[config.mk]
export PLATFORM = sky130hd
export DESIGN_NAME = ex_muldiv_ctrl
export DESIGN_NICKNAME = d
export VERILOG_FILES = /design/src/rtl/ex_muldiv_ctrl_pkg.sv /design/src/rtl/muldiv_fixup.sv /design/src/rtl/ex_muldiv_ctrl.sv
export SDC_FILE = /design/constraint.sdc
export NUM_CORES = 1
export LEC_CHECK = 0
export BUFFER_PORTS_ARGS = -buffer_cell sky130_fd_sc_hd__buf_2
export CORE_AREA = 2 2 141 102
export DETAILED_ROUTE_END_ITERATION = 8
export DIE_AREA = 0 0 143 104
export SLEW_MARGIN = 20
export SYNTH_ARGS = -nofsm -noshare
export SYNTH_HDL_FRONTEND = slang
export SYNTH_SLANG_ARGS = --single-unit
[constraint.sdc]
create_clock -name clk -period 3.3 [get_ports clk]
set_input_delay 0.33 -clock clk [delete_from_list [all_inputs] [get_ports clk]]
set_output_delay 0.33 -clock clk [all_outputs]
set_load 0.02 [all_outputs]
[src/rtl/ex_muldiv_ctrl_pkg.sv]
// Shared op codes, FSM state encodings and small op-class helpers for the
// execute-stage mul/div sequencing controller and the decoder that feeds it.
package ex_muldiv_ctrl_pkg;

  typedef enum logic [1:0] {
    MDST_IDLE  = 2'd0,
    MDST_ISSUE = 2'd1,
    MDST_WAIT  = 2'd2,
    MDST_HOLD  = 2'd3
  } mdst_e;

  localparam logic [2:0] MDOP_MUL    = 3'd0;
  localparam logic [2:0] MDOP_MULH   = 3'd1;
  localparam logic [2:0] MDOP_MULHSU = 3'd2;
  localparam logic [2:0] MDOP_MULHU  = 3'd3;
  localparam logic [2:0] MDOP_DIV    = 3'd4;
  localparam logic [2:0] MDOP_DIVU   = 3'd5;
  localparam logic [2:0] MDOP_REM    = 3'd6;
  localparam logic [2:0] MDOP_REMU   = 3'd7;

  // All divide-class ops share the top op bit.
  function automatic logic op_is_div(input logic [2:0] op);
    return op[2];
  endfunction

  // MUL and DIV/DIVU return the low half; every other op the high half.
  function automatic logic op_takes_high(input logic [2:0] op);
    return !((op == MDOP_MUL) || (op == MDOP_DIV) || (op == MDOP_DIVU));
  endfunction

endpackage

[src/rtl/muldiv_fixup.sv]
// Combinational op decode for the mul/div controller: sign controls, result-half
// select and, when MD_DIV_FASTPATH_EN is defined, divide special-case detection.
module muldiv_fixup
  import ex_muldiv_ctrl_pkg::*;
#(
  parameter int XLEN = 32
) (
  input  logic [2:0]        dec_op,
`ifdef MD_DIV_FASTPATH_EN
  input  logic [XLEN-1:0]   dec_a,
  input  logic [XLEN-1:0]   dec_b,
  output logic              fast_hit,
  output logic [XLEN-1:0]   fast_data,
`endif
  input  logic [2:0]        sel_op,
  input  logic [2*XLEN-1:0] result,
  output logic              dec_div,
  output logic              dec_sign0,
  output logic              dec_sign1,
  output logic [XLEN-1:0]   sel_data
);

  always_comb begin
    dec_div   = op_is_div(dec_op);
    dec_sign0 = 1'b0;
    dec_sign1 = 1'b0;
    unique case (dec_op)
      MDOP_MUL, MDOP_MULH, MDOP_DIV, MDOP_REM: begin
        dec_sign0 = 1'b1;
        dec_sign1 = 1'b1;
      end
      MDOP_MULHSU: dec_sign0 = 1'b1;
      default: ;
    endcase
  end

  assign sel_data = op_takes_high(sel_op) ? result[2*XLEN-1:XLEN] : result[XLEN-1:0];

`ifdef MD_DIV_FASTPATH_EN
  localparam logic [XLEN-1:0] MOST_NEG = {1'b1, {(XLEN-1){1'b0}}};

  logic div_zero;
  logic div_ovf;

  always_comb begin
    div_zero  = op_is_div(dec_op) && (dec_b == '0);
    // Signed overflow only exists for DIV/REM (even op codes of the divide class).
    div_ovf   = op_is_div(dec_op) && !dec_op[0] && (dec_a == MOST_NEG) && (dec_b == '1);
    fast_hit  = div_zero || div_ovf;
    fast_data = '0;
    if (div_zero) begin
      fast_data = op_takes_high(dec_op) ? dec_a : '1;
    end else if (div_ovf) begin
      fast_data = op_takes_high(dec_op) ? '0 : MOST_NEG;
    end
  end
`endif

endmodule

[src/rtl/ex_muldiv_ctrl.sv]
// Sequencing controller between the execute stage and the shared iterative
// mul/div unit. Optional divide fast path is enabled by MD_DIV_FASTPATH_EN.
module ex_muldiv_ctrl
  import ex_muldiv_ctrl_pkg::*;
#(
  parameter int XLEN       = 32,
  parameter int MAX_CYCLES = 64
) (
  input  logic              clk,
  input  logic              reset,
  input  logic              req_valid,
  input  logic [2:0]        req_op,
  input  logic [XLEN-1:0]   req_a,
  input  logic [XLEN-1:0]   req_b,
  input  logic              req_kill,
  input  logic              resp_ready,
  output logic              resp_valid,
  output logic [XLEN-1:0]   resp_data,
  output logic              ex_md_stall,
  output logic              unit_go,
  output logic              unit_div,
  output logic              unit_sign0,
  output logic              unit_sign1,
  output logic [XLEN-1:0]   unit_m,
  output logic [XLEN-1:0]   unit_r,
  output logic              unit_abort,
  input  logic              unit_done,
  input  logic [2*XLEN-1:0] unit_result,
  output logic              err_timeout,
  output mdst_e             fsm_state
);

  // Handshake: the request is held with req_valid until the response is taken;
  // the response transfers on a cycle with resp_valid & resp_ready.

  localparam int CW = $clog2(MAX_CYCLES + 1);
  localparam logic [CW-1:0] CNT_MAX = CW'(MAX_CYCLES);

  mdst_e           state;
  logic [2:0]      op_q;
  logic [CW-1:0]   cnt;
  logic            dec_div;
  logic            dec_sign0;
  logic            dec_sign1;
  logic [XLEN-1:0] sel_data;
  logic            in_flight;
  logic            timeout;
`ifdef MD_DIV_FASTPATH_EN
  logic            fast_hit;
  logic [XLEN-1:0] fast_data;
`endif

  muldiv_fixup #(.XLEN(XLEN)) u_fixup (
    .dec_op    (req_op),
`ifdef MD_DIV_FASTPATH_EN
    .dec_a     (req_a),
    .dec_b     (req_b),
    .fast_hit  (fast_hit),
    .fast_data (fast_data),
`endif
    .sel_op    (op_q),
    .result    (unit_result),
    .dec_div   (dec_div),
    .dec_sign0 (dec_sign0),
    .dec_sign1 (dec_sign1),
    .sel_data  (sel_data)
  );

  assign in_flight   = (state == MDST_ISSUE) || (state == MDST_WAIT);
  assign timeout     = (state == MDST_WAIT) && !unit_done && (cnt == CNT_MAX);
  assign unit_go     = (state == MDST_ISSUE);
  // The unit has its own reset, so no abort is sent while reset is high.
  assign unit_abort  = !reset && ((in_flight && req_kill) || timeout);
  assign resp_valid  = (state == MDST_HOLD) && !req_kill;
  assign ex_md_stall = req_valid && !(resp_valid && resp_ready);
  assign fsm_state   = state;

  always_ff @(posedge clk) begin
    if (reset) begin
      state       <= MDST_IDLE;
      op_q        <= '0;
      cnt         <= '0;
      resp_data   <= '0;
      unit_m      <= '0;
      unit_r      <= '0;
      unit_div    <= 1'b0;
      unit_sign0  <= 1'b0;
      unit_sign1  <= 1'b0;
      err_timeout <= 1'b0;
    end else if (req_kill) begin
      state <= MDST_IDLE;
      cnt   <= '0;
    end else begin
      unique case (state)
        MDST_IDLE: begin
          if (req_valid) begin
            op_q       <= req_op;
            unit_m     <= req_a;
            unit_r     <= req_b;
            unit_div   <= dec_div;
            unit_sign0 <= dec_sign0;
            unit_sign1 <= dec_sign1;
            cnt        <= '0;
`ifdef MD_DIV_FASTPATH_EN
            if (fast_hit) begin
              resp_data <= fast_data;
              state     <= MDST_HOLD;
            end else begin
              state <= MDST_ISSUE;
            end
`else
            state <= MDST_ISSUE;
`endif
          end
        end
        MDST_ISSUE: begin
          if (unit_done) begin
            resp_data <= sel_data;
            state     <= MDST_HOLD;
          end else begin
            cnt   <= CW'(1);
            state <= MDST_WAIT;
          end
        end
        MDST_WAIT: begin
          if (unit_done) begin
            resp_data <= sel_data;
            state     <= MDST_HOLD;
          end else if (cnt == CNT_MAX) begin
            resp_data   <= '0;
            err_timeout <= 1'b1;
            state       <= MDST_HOLD;
          end else begin
            cnt <= cnt + CW'(1);
          end
        end
        MDST_HOLD: begin
          if (resp_ready) state <= MDST_IDLE;
        end
      endcase
    end
  end

endmodule
After elaboration in Yosys (flattened, before gate mapping)
Index checks and enable logic that the tools add are counted.
{ "totals": {"romBits": 0, "register_bits": 112, "memories": 0, "wordCells": 76, "ramBits": 0, "latchBits": 0, "inputBits": 137} }
{ "op_classes": {"bitwise": 2, "order_cmp": 0, "div_mod_pow": 0, "shift": 0, "reduce_logical": 28, "eq_ne": 17, "addsub": 1, "mul": 0, "mux": 18} }
{ "ops": {"columns": ["operator", "n"], "rows": [
  ["$mux 32", 4],
  ["$pmux 32 s2", 1],
  ["$mux 7", 4],
  ["$pmux 7 s3", 1],
  ["$eq 3x3->1 const B", 4],
  ["$ne 2x2->1 const B", 5],
  ["$mux 2", 4],
  ["$pmux 2 s4", 1],
  ["$reduce_and 4->1", 2],
  ["$add 7x1->7 const B", 1],
  ["$eq 7x7->1 const B", 1],
  ["$logic_and 1x1->1", 7],
  ["$logic_not 3->1", 2],
  ["$reduce_and 3->1", 2],
  ["$reduce_and 5->1", 1],
  ["$reduce_or 5->1", 1],
  ["$eq 2x2->1 const B", 2],
  ["$logic_not 1->1", 4],
  ["$logic_or 1x1->1", 4],
  ["$reduce_or 4->1", 1],
  ["$eq 3x1->1 const B", 1],
  ["$eq 3x2->1 const B", 1],
  ["$mux 1", 3],
  ["$ne 3x2->1 const B", 1],
  ["other kinds (7)", 8]
]} }

Longest topological paths before layout
Gate-level depths: netlist of run 1.
{ "logic_depth": {"depth_word": 6, "ltp_mapped": 8, "ltp_nobuf": 6} }

Hierarchy
Synthesis of run 1 repeated with hierarchy kept, for this count alone.
{ "unflattened": {"hier_cells": 511, "hier_area_um2": 4571.9} }
{ "modules_own_cells": {"columns": ["mod", "seq_area_each_um2", "cells_each", "area_per_inst_um2", "instances"], "rows": [
  ["ex_muldiv_ctrl", 2242.2, 471, 4135.2, 1],
  ["muldiv_fixup", 0.0, 40, 436.7, 1]
]} }

Worst setup path before layout of run 1
OpenSTA, ideal clock, no wires.
{ "synth_timing": {"path_kind": "reg-to-reg", "startpoint": "register state[1] (netlist: fsm_state[1])", "endpoint": "register resp_data[10]", "slack_ns": 1.222, "path_buffers": 2, "setup_ns": 0.147, "t_arrival_ns": 1.930, "period_less_slack_ns": 2.078, "path_stages_with_launch": 8, "cell_sequence": "dfxtp_1 inv_1 ha_1 o211a_1 buf_2 a21oi_2 buf_6 a221oi_2"} }
{ "synth_via": {"elab_chain_len": 3, "word_cells_on_any_way": 7, "classes_between": "4 x eq/ne; 1 x mux; 2 x reduce/logical"} }
{ "synth_lines": {"columns": ["item", "line_no", "rtl"], "rows": [
  ["from (decl)", "ex_muldiv_ctrl.sv:39", "mdst_e state;"],
  ["from (signal assigned)", "ex_muldiv_ctrl.sv:80", "state <= MDST_IDLE;"],
  ["from (signal assigned)", "ex_muldiv_ctrl.sv:91", "state <= MDST_IDLE;"],
  ["from (signal assigned)", "ex_muldiv_ctrl.sv:112", "state <= MDST_ISSUE;"],
  ["$eq 2x1->1 *", null, null],
  ["net unit_go", "ex_muldiv_ctrl.sv:20", "output logic unit_go,"],
  ["$ne 2x1->1 (no line) or $reduce_bool 2->1 (tied branches)", null, null],
  ["$reduce_and 4->1 (no line)", null, null],
  ["to (signal assigned)", "ex_muldiv_ctrl.sv:118", "resp_data <= sel_data;"],
  ["to (signal assigned)", "ex_muldiv_ctrl.sv:127", "resp_data <= sel_data;"],
  ["to (decl)", "ex_muldiv_ctrl.sv:18", "output logic [XLEN-1:0] resp_data,"]
]} }
The timed path passes the listed nets; every way through them passes the cells marked *.
A chain may end at the register's enable or synchronous reset.

Worst setup path after layout of run 1
{ "layout_timing": {"startpoint": "register state[1] (netlist: fsm_state[1])", "endpoint": "register resp_data[5]"} }
{ "layout_via": {"elab_chain_len": 3, "word_cells_on_any_way": 7, "classes_between": "4 x eq/ne; 1 x mux; 2 x reduce/logical"} }
{ "layout_lines": {"columns": ["item", "line_no", "rtl"], "rows": [
  ["$eq 2x2->1 or $eq 2x1->1 (tied branches)", "ex_muldiv_ctrl.sv:94", "unique case (state)"],
  ["$ne 3x2->1 (no line), or another cell as far along", null, null],
  ["$reduce_and 4->1 (no line)", null, null]
]} }
Parallel ways exist; a longest one is shown, timed or not.

==> impl_metrics.toml, run 1 <==
[layout]
fin_nets = 894
area_delta_synth_final_pct = 35.7
antenna_cells = 0
layout-drive-gt1-share = 0.383

[floorplan]
fp-row-count = 36
die_x_um = 143
ios = 243
start_util = 0.342
die_area_um2 = 14900
dieHeight_um = 104
core_um2 = 13600

[global_route]
grt_pass1_vias = 4147
use_met1 = 0.225
overflow = 0
gr-max-usage-layer = "met2"
use_met3 = 0.0511
grt_pass1_wl_mm = 20.8
antenna_found_initial = 0
use_met2 = 0.282
grtUsageTotal = 0.174
grt_max_degree = 60

[critical_path]
crit_path_end_kind = "flop"
max_stage_delay_ns = 0.80
worst-setup-path-type = "reg -> reg"
arrival_ns = 2.75
crit_chain = "inv_1 > ha_1 > o211a_1 > buf_4 > a21oi_2 > a221oi_1"
start_kind = "flop"
cp.required_ns = 3.48
crit_family = "compound AO/OA/AOI/OAI gates"
worst-path-buf-inv = 2
worstPathMaxFanout = 20
critPathSlowestCell = "a21oi_2"

[logic_synthesis]
synth-edff-count = 0
async_flop_share = 0
yosys.area_share.xor_xnor = 0
synth_nets = 668
syn_inst = 523
synth_area_leader_cell = "dfxtp_1"
synth_compound_area_frac = 0.202
yosys.area_share.simple = 0.171
ys.flop_type = "dfxtp_1"
synth_mux_area_frac = 0.0713
yosys_warnings = 0
synthTopCellsByArea = "dfxtp_1 (48%), nand2_1 (12%), a21oi_1 (8.0%), mux2i_1 (7.1%), a221oi_2 (3.2%)"
synth_area_um2 = 4630
synth_top_family_by_area = "compound AO/OA/AOI/OAI gates"
synth_top_area_share = 0.479
ys_ff_latch = 111
yosys-top-cells-count = "nand2_1 (147), dfxtp_1 (111), a21oi_1 (74), mux2i_1 (33), inv_1 (24)"
synth_fa_ha_area_frac = 0.0216
syn-mean-instance-area_um2 = 8.86
post-synth-top-count-cell = "nand2_1"
synthDistinctLibCells = 49
ys_seq_area_frac = 0.479

[cts]
numCtsBuffers = 9
clk_pin_slew_ns = 0.07
insertion_delay_ns = 0.34
cts_tree = "yes"
cts.sinks = 111
cts-root-buf = "clkbuf_16"
h-tree-depth = 3
post_cts_resized = 0
clock_path_buffers = 2
holdBufCountCts = 0
postCtsSetupBuffers = 0

[timing]
hold_viol_final = 0
fin_crit_ns = 2.57
slew_viol_final = 0
rsz0062_at_grt = "no"
setup_viol = 0
slew-limit-headroom = 0.289
min_period_over_period = 0.779
finClkSkew_ns = 0.00650
worstMarginPinSlew_ns = 1.07
fin_tns_setup_ns = 0
fmax_mhz = 389

[route]
antenna_left = 0
drt_first_pass_iters = 5
viasPerCell = 4.77
via_count = 4502
wl_mm = 13.4
routedWlPerCell_um = 14.2
dr.first_iter.drc_count = 184
drc = 0

[power]
fin_total_pwr_mw = 2.98
p_comb_frac = 0.148
p_leak_nw = 3.01
power_per_cell_area_nw_per_um2 = 474
p_seq_frac = 0.477
max-vdd-ir-drop_v = 0.000298
swShare = 0.267
p_clk_frac = 0.375
internal_power_mw = 2.18
p_sw_uw = 795

[min_path]
hold_class = "in -> reg"

[placed_design]
hpwl_mm = 9.99
numPortBuffers = 242
place.gp.congestion = 0.807

[outcome]
status = "finished clean"

[run]
cap_violations = 0
==> power groups by stage <==
stage | sequential, mW | combinational, mW | clock, mW
3_3_place_gp | 1.45 | 0.436 | 0
4_1_cts | 1.42 | 0.445 | 1.15
6_report | 1.42 | 0.442 | 1.12
2_1_floorplan | 1.52 | 0.197 | 0
5_1_grt | 1.43 | 0.484 | 1.21
3_5_place_dp | 1.45 | 0.445 | 0
==> worst paths after layout <==
kind                                                 from  cells past startpoint                         to  slack (ns)
worst max-delay path            fsm_state[1]$_SDFFE_PP0P_                      6  resp_data[5]$_SDFFE_PP0P_        0.73
worst min-delay path                             req_b[3]                      3     unit_r[3]$_SDFFE_PP0P_        0.21
worst max register to register  fsm_state[1]$_SDFFE_PP0P_                      6  resp_data[5]$_SDFFE_PP0P_        0.73
worst min register to register     unit_m[4]$_SDFFE_PP0P_                      2     unit_m[4]$_SDFFE_PP0P_        0.45
==> layer usage <==
metal  vias to the layer above  wire length [µm]
li1                       2250                 -
met1                      2075              6160
met2                       161              6150
met3                        16               941
met4                         0               170
met5                         -                 0
==> layout make-up <==
class | count | area [µm²]
Clock buffer | 10 | 239
Clock inverter | 6 | 70.1
Fill cell | 1349 | 7270
Inverter | 24 | 90.1
Multi-Input combinational cell | 355 | 2170
Sequential cell | 111 | 2220
Tap cell | 190 | 238
Timing Repair Buffer | 248 | 1260
==> stage by stage <==
stage	util	setup WS, ns	hold WS, ns	instance area [µm²]	cells
2_1_floorplan	-	1.22	0.448	4630	523
3_3_place_gp	0.441	0.936	0.439	5980	928
3_5_place_dp	0.441	0.752	0.444	5980	928
4_1_cts	0.464	0.739	0.200	6290	944
5_1_grt	0.464	0.588	0.205	6290	944
6_report	0.464	0.728	0.215	6290	944
==> layout by cell type (no fill, tap or decap), types with 4 or more instances in the layout <==
cell type  netlist  layout
a21oi_1         74      74
nor2_1           5       5
o21ai_0          7       7
buf_2            8     242
a221oi_1         7       7
dfxtp_1        111     111
nand3_1          6       5
nand2_1        147     147
inv_1           24      24
o2bb2ai_1       15      15
ha_1             8       8
a221oi_2        10      10
clkbuf_16        0       9
clkinv_4         0       4
mux2i_1         33      33
buf_4            1       6
==> flip-flops by register name (all words and copies together), names as in the netlist <==
| name | cells |
|---|---|
| cnt | 7 |
| err_timeout | 1 |
| fsm_state | 2 |
| op_q | 2 |
| resp_data | 32 |
| unit_div | 1 |
| unit_m | 32 |
| unit_r | 32 |
| unit_sign0 | 1 |
| unit_sign1 | 1 |
==> logic make-up (layout without fill, tap and decap cells) <==
group	count (synthesis)	after routing
compound gates	132	132
fa+ha+maj	8	8
buf+inv	57	288
flops	111	111
mux	33	33
simple gates	182	182
==> worst register-to-register path, delay by kind of cell (launching register included) <==
family | cells | cell delay, ns
AO/OA/AOI/OAI | 3 | 1.31
flip-flops | 1 | 0.45
buffers and inverters | 2 | 0.36
adder cells (fa/ha/maj) | 1 | 0.29
Note: power is estimated with default switching activity, not from simulation.
==> run 2: changes to the inputs <==
PLACE_DENSITY = 0.66   (was default)
clock period = 2.25 ns   (was 3.3 ns; I/O delays follow)
==> run 2 against run 1 <==
Setup slack worse by 0.53 ns. Die area unchanged. Clock skew about the same. Core utilization up 0.26 points. Sequential share of layout area down 0.20 points. Clock power up 38%. Critical path depth down 1. Sequential cell count unchanged. Combinational power up 48%. Via count down 3.1%. Register-to-register slack worse by 0.37 ns. First-iteration DRC count up 20%. Critical path type is now reg -> out. Largest cell class unchanged. Highest routed layer unchanged.
==> impl_metrics.toml, run 2 (same netlist as run 1, synthesis figures left out) <==
[power]
p_clk_frac = 0.361
p_leak_nw = 3.03
internal_power_mw = 3.11
swShare = 0.273
max-vdd-ir-drop_v = 0.000411
p_seq_frac = 0.486
power_per_cell_area_nw_per_um2 = 677
p_sw_mw = 1.17
p_comb_frac = 0.153

[global_route]
grt_pass1_wl_mm = 20.0
use_met2 = 0.258
use_met1 = 0.220
use_met3 = 0.0497
grt_pass1_vias = 4092
overflow = 0
antenna_found_initial = 0
gr-max-usage-layer = "met2"
grtUsageTotal = 0.164
grt_max_degree = 70

[layout]
reg_top3 = "resp_data x32, unit_m x32, unit_r x32"
area_delta_synth_final_pct = 36.5
fin_nets = 898
layout-drive-gt1-share = 0.387
final_common_cell = "buf_2"
utilization = 0.467
antenna_cells = 0
layout_common_cells = "buf_2 (242), nand2_1 (147), dfxtp_1 (111)"

[floorplan]
ios = 243
core_um2 = 13600
start_util = 0.342
die_area_um2 = 14900
die_x_um = 143
fp-row-count = 36
dieHeight_um = 104

[cts]
postCtsSetupBuffers = 0
cts_tree = "yes"
cts-root-buf = "clkbuf_16"
numCtsBuffers = 9
h-tree-depth = 3
holdBufCountCts = 0
post_cts_resized = 0
clock_path_buffers = 2
insertion_delay_ns = 0.34
cts.sinks = 111
clk_pin_slew_ns = 0.08

[outcome]
status = "finished clean"

[placed_design]
hpwl_mm = 9.07
place.gp.congestion = 0.813
numPortBuffers = 242
pre_cts_slack_ns = 0.366

[timing]
min_period_over_period = 0.910
fmax_mhz = 488
finClkSkew_ns = 0.00628
hold_viol_final = 0
setup_ws_ns = 0.203
slew_viol_final = 0
slew-limit-headroom = 0.511
worstMarginPinSlew_ns = 0.734
setup_viol = 0
fin_tns_setup_ns = 0
rsz0062_at_grt = "no"
fin_crit_ns = 2.05

[min_path]
hold_start = "req_b[13]"
hold_depth = 3
hold_class = "in -> reg"
hold-path-endpoint = "unit_r[13]$_SDFFE_PP0P_"

[critical_path]
crit_path_end_kind = "output pin"
r2r-start = "fsm_state[1]$_SDFFE_PP0P_"
cp.required_ns = 2.03
crit_chain = "or4b_4 > nor2_8 > nand2_1 > a21oi_1 > buf_2"
start_kind = "flop"
worstPathMaxFanout = 7
max_stage_delay_ns = 0.60
ff2ff_path_depth = 7
arrival_ns = 1.82
worst-setup-path-type = "reg -> out"
r2r-end = "cnt[5]$_SDFFE_PP0P_"
rrSetupSlack_ns = 0.36
critPathSlowestCell = "or4b_4"

[run]
cap_violations = 0

[route]
dr.first_iter.drc_count = 220
routedWlPerCell_um = 13.1
drc = 0
via_count = 4364
viasPerCell = 4.60
drt_first_pass_iters = 4
wl_mm = 12.4
antenna_left = 0
## run 2: cell count changes in the layout (fill, tap and decap cells not counted)
cell,before,now
buf_12,0,2
clkinv_4,4,1
inv_8,0,1
clkinvlp_4,0,1
buf_4,6,8
inv_6,0,2
bufinv_16,1,0
## run 2: routing by layer
| layer | up-vias | part of all wire |
|---|---|---|
| met3 | 12 | 0.075 |
| met4 | 0 | 0.013 |
| li1 | 2259 | - |
| met2 | 145 | 0.45 |
| met5 | - | 0 |
| met1 | 1948 | 0.47 |
## run 2: how the worst max path moves through the flow
stage          cells after the start                      start                          to  slack, ns
6_report                           5        cnt[2]$_SDFFE_PP0P_                  unit_abort       0.20
5_1_grt                            6  fsm_state[0]$_SDFFE_PP0P_                  unit_abort       0.04
4_1_cts                            5        cnt[2]$_SDFFE_PP0P_                  unit_abort       0.17
3_5_place_dp                       7  fsm_state[0]$_SDFFE_PP0P_  resp_data[19]$_SDFFE_PP0P_       0.37
3_3_place_gp                       7  fsm_state[0]$_SDFFE_PP0P_  resp_data[20]$_SDFFE_PP0P_       0.40
2_1_floorplan                      7  fsm_state[1]$_SDFFE_PP0P_  resp_data[10]$_SDFFE_PP0P_       0.17
## run 2: cell type report
class / instances / area, µm²
Fill cell: 1399 / 7230
Sequential cell: 111 / 2220
Multi-Input combinational cell: 355 / 2170
Timing Repair Buffer: 252 / 1310
Clock buffer: 10 / 239
Tap cell: 190 / 238
Inverter: 24 / 90.1
Clock inverter: 6 / 50.0
## run 2: critical path: cells and delay by family (launching register included)
family	cells	cell delay (ns)
flops	1	0.36
compound gates	1	0.12
buf+inv	1	0.17
simple gates	3	0.83
## run 2: per-stage QoR
step                hold WS, ns  total power [mW]  cell area, µm²  cells
floorplan                 0.361              2.51            4630    523
global placement          0.439              2.78            6040    932
detailed placement        0.442              2.79            6040    932
CTS                      0.0995              4.35            6320    948
global route             0.0945              4.50            6320    948
finish                    0.112              4.28            6320    948
## run 2: power by group through the flow
stage / Combinational (mW) / Sequential (mW) / Clock [mW]
after floorplan: 0.290 / 2.22 / 0
after global placement: 0.659 / 2.12 / 0
after detailed placement: 0.664 / 2.13 / 0
after CTS: 0.665 / 2.08 / 1.60
after global routing: 0.723 / 2.09 / 1.69
final: 0.656 / 2.08 / 1.55
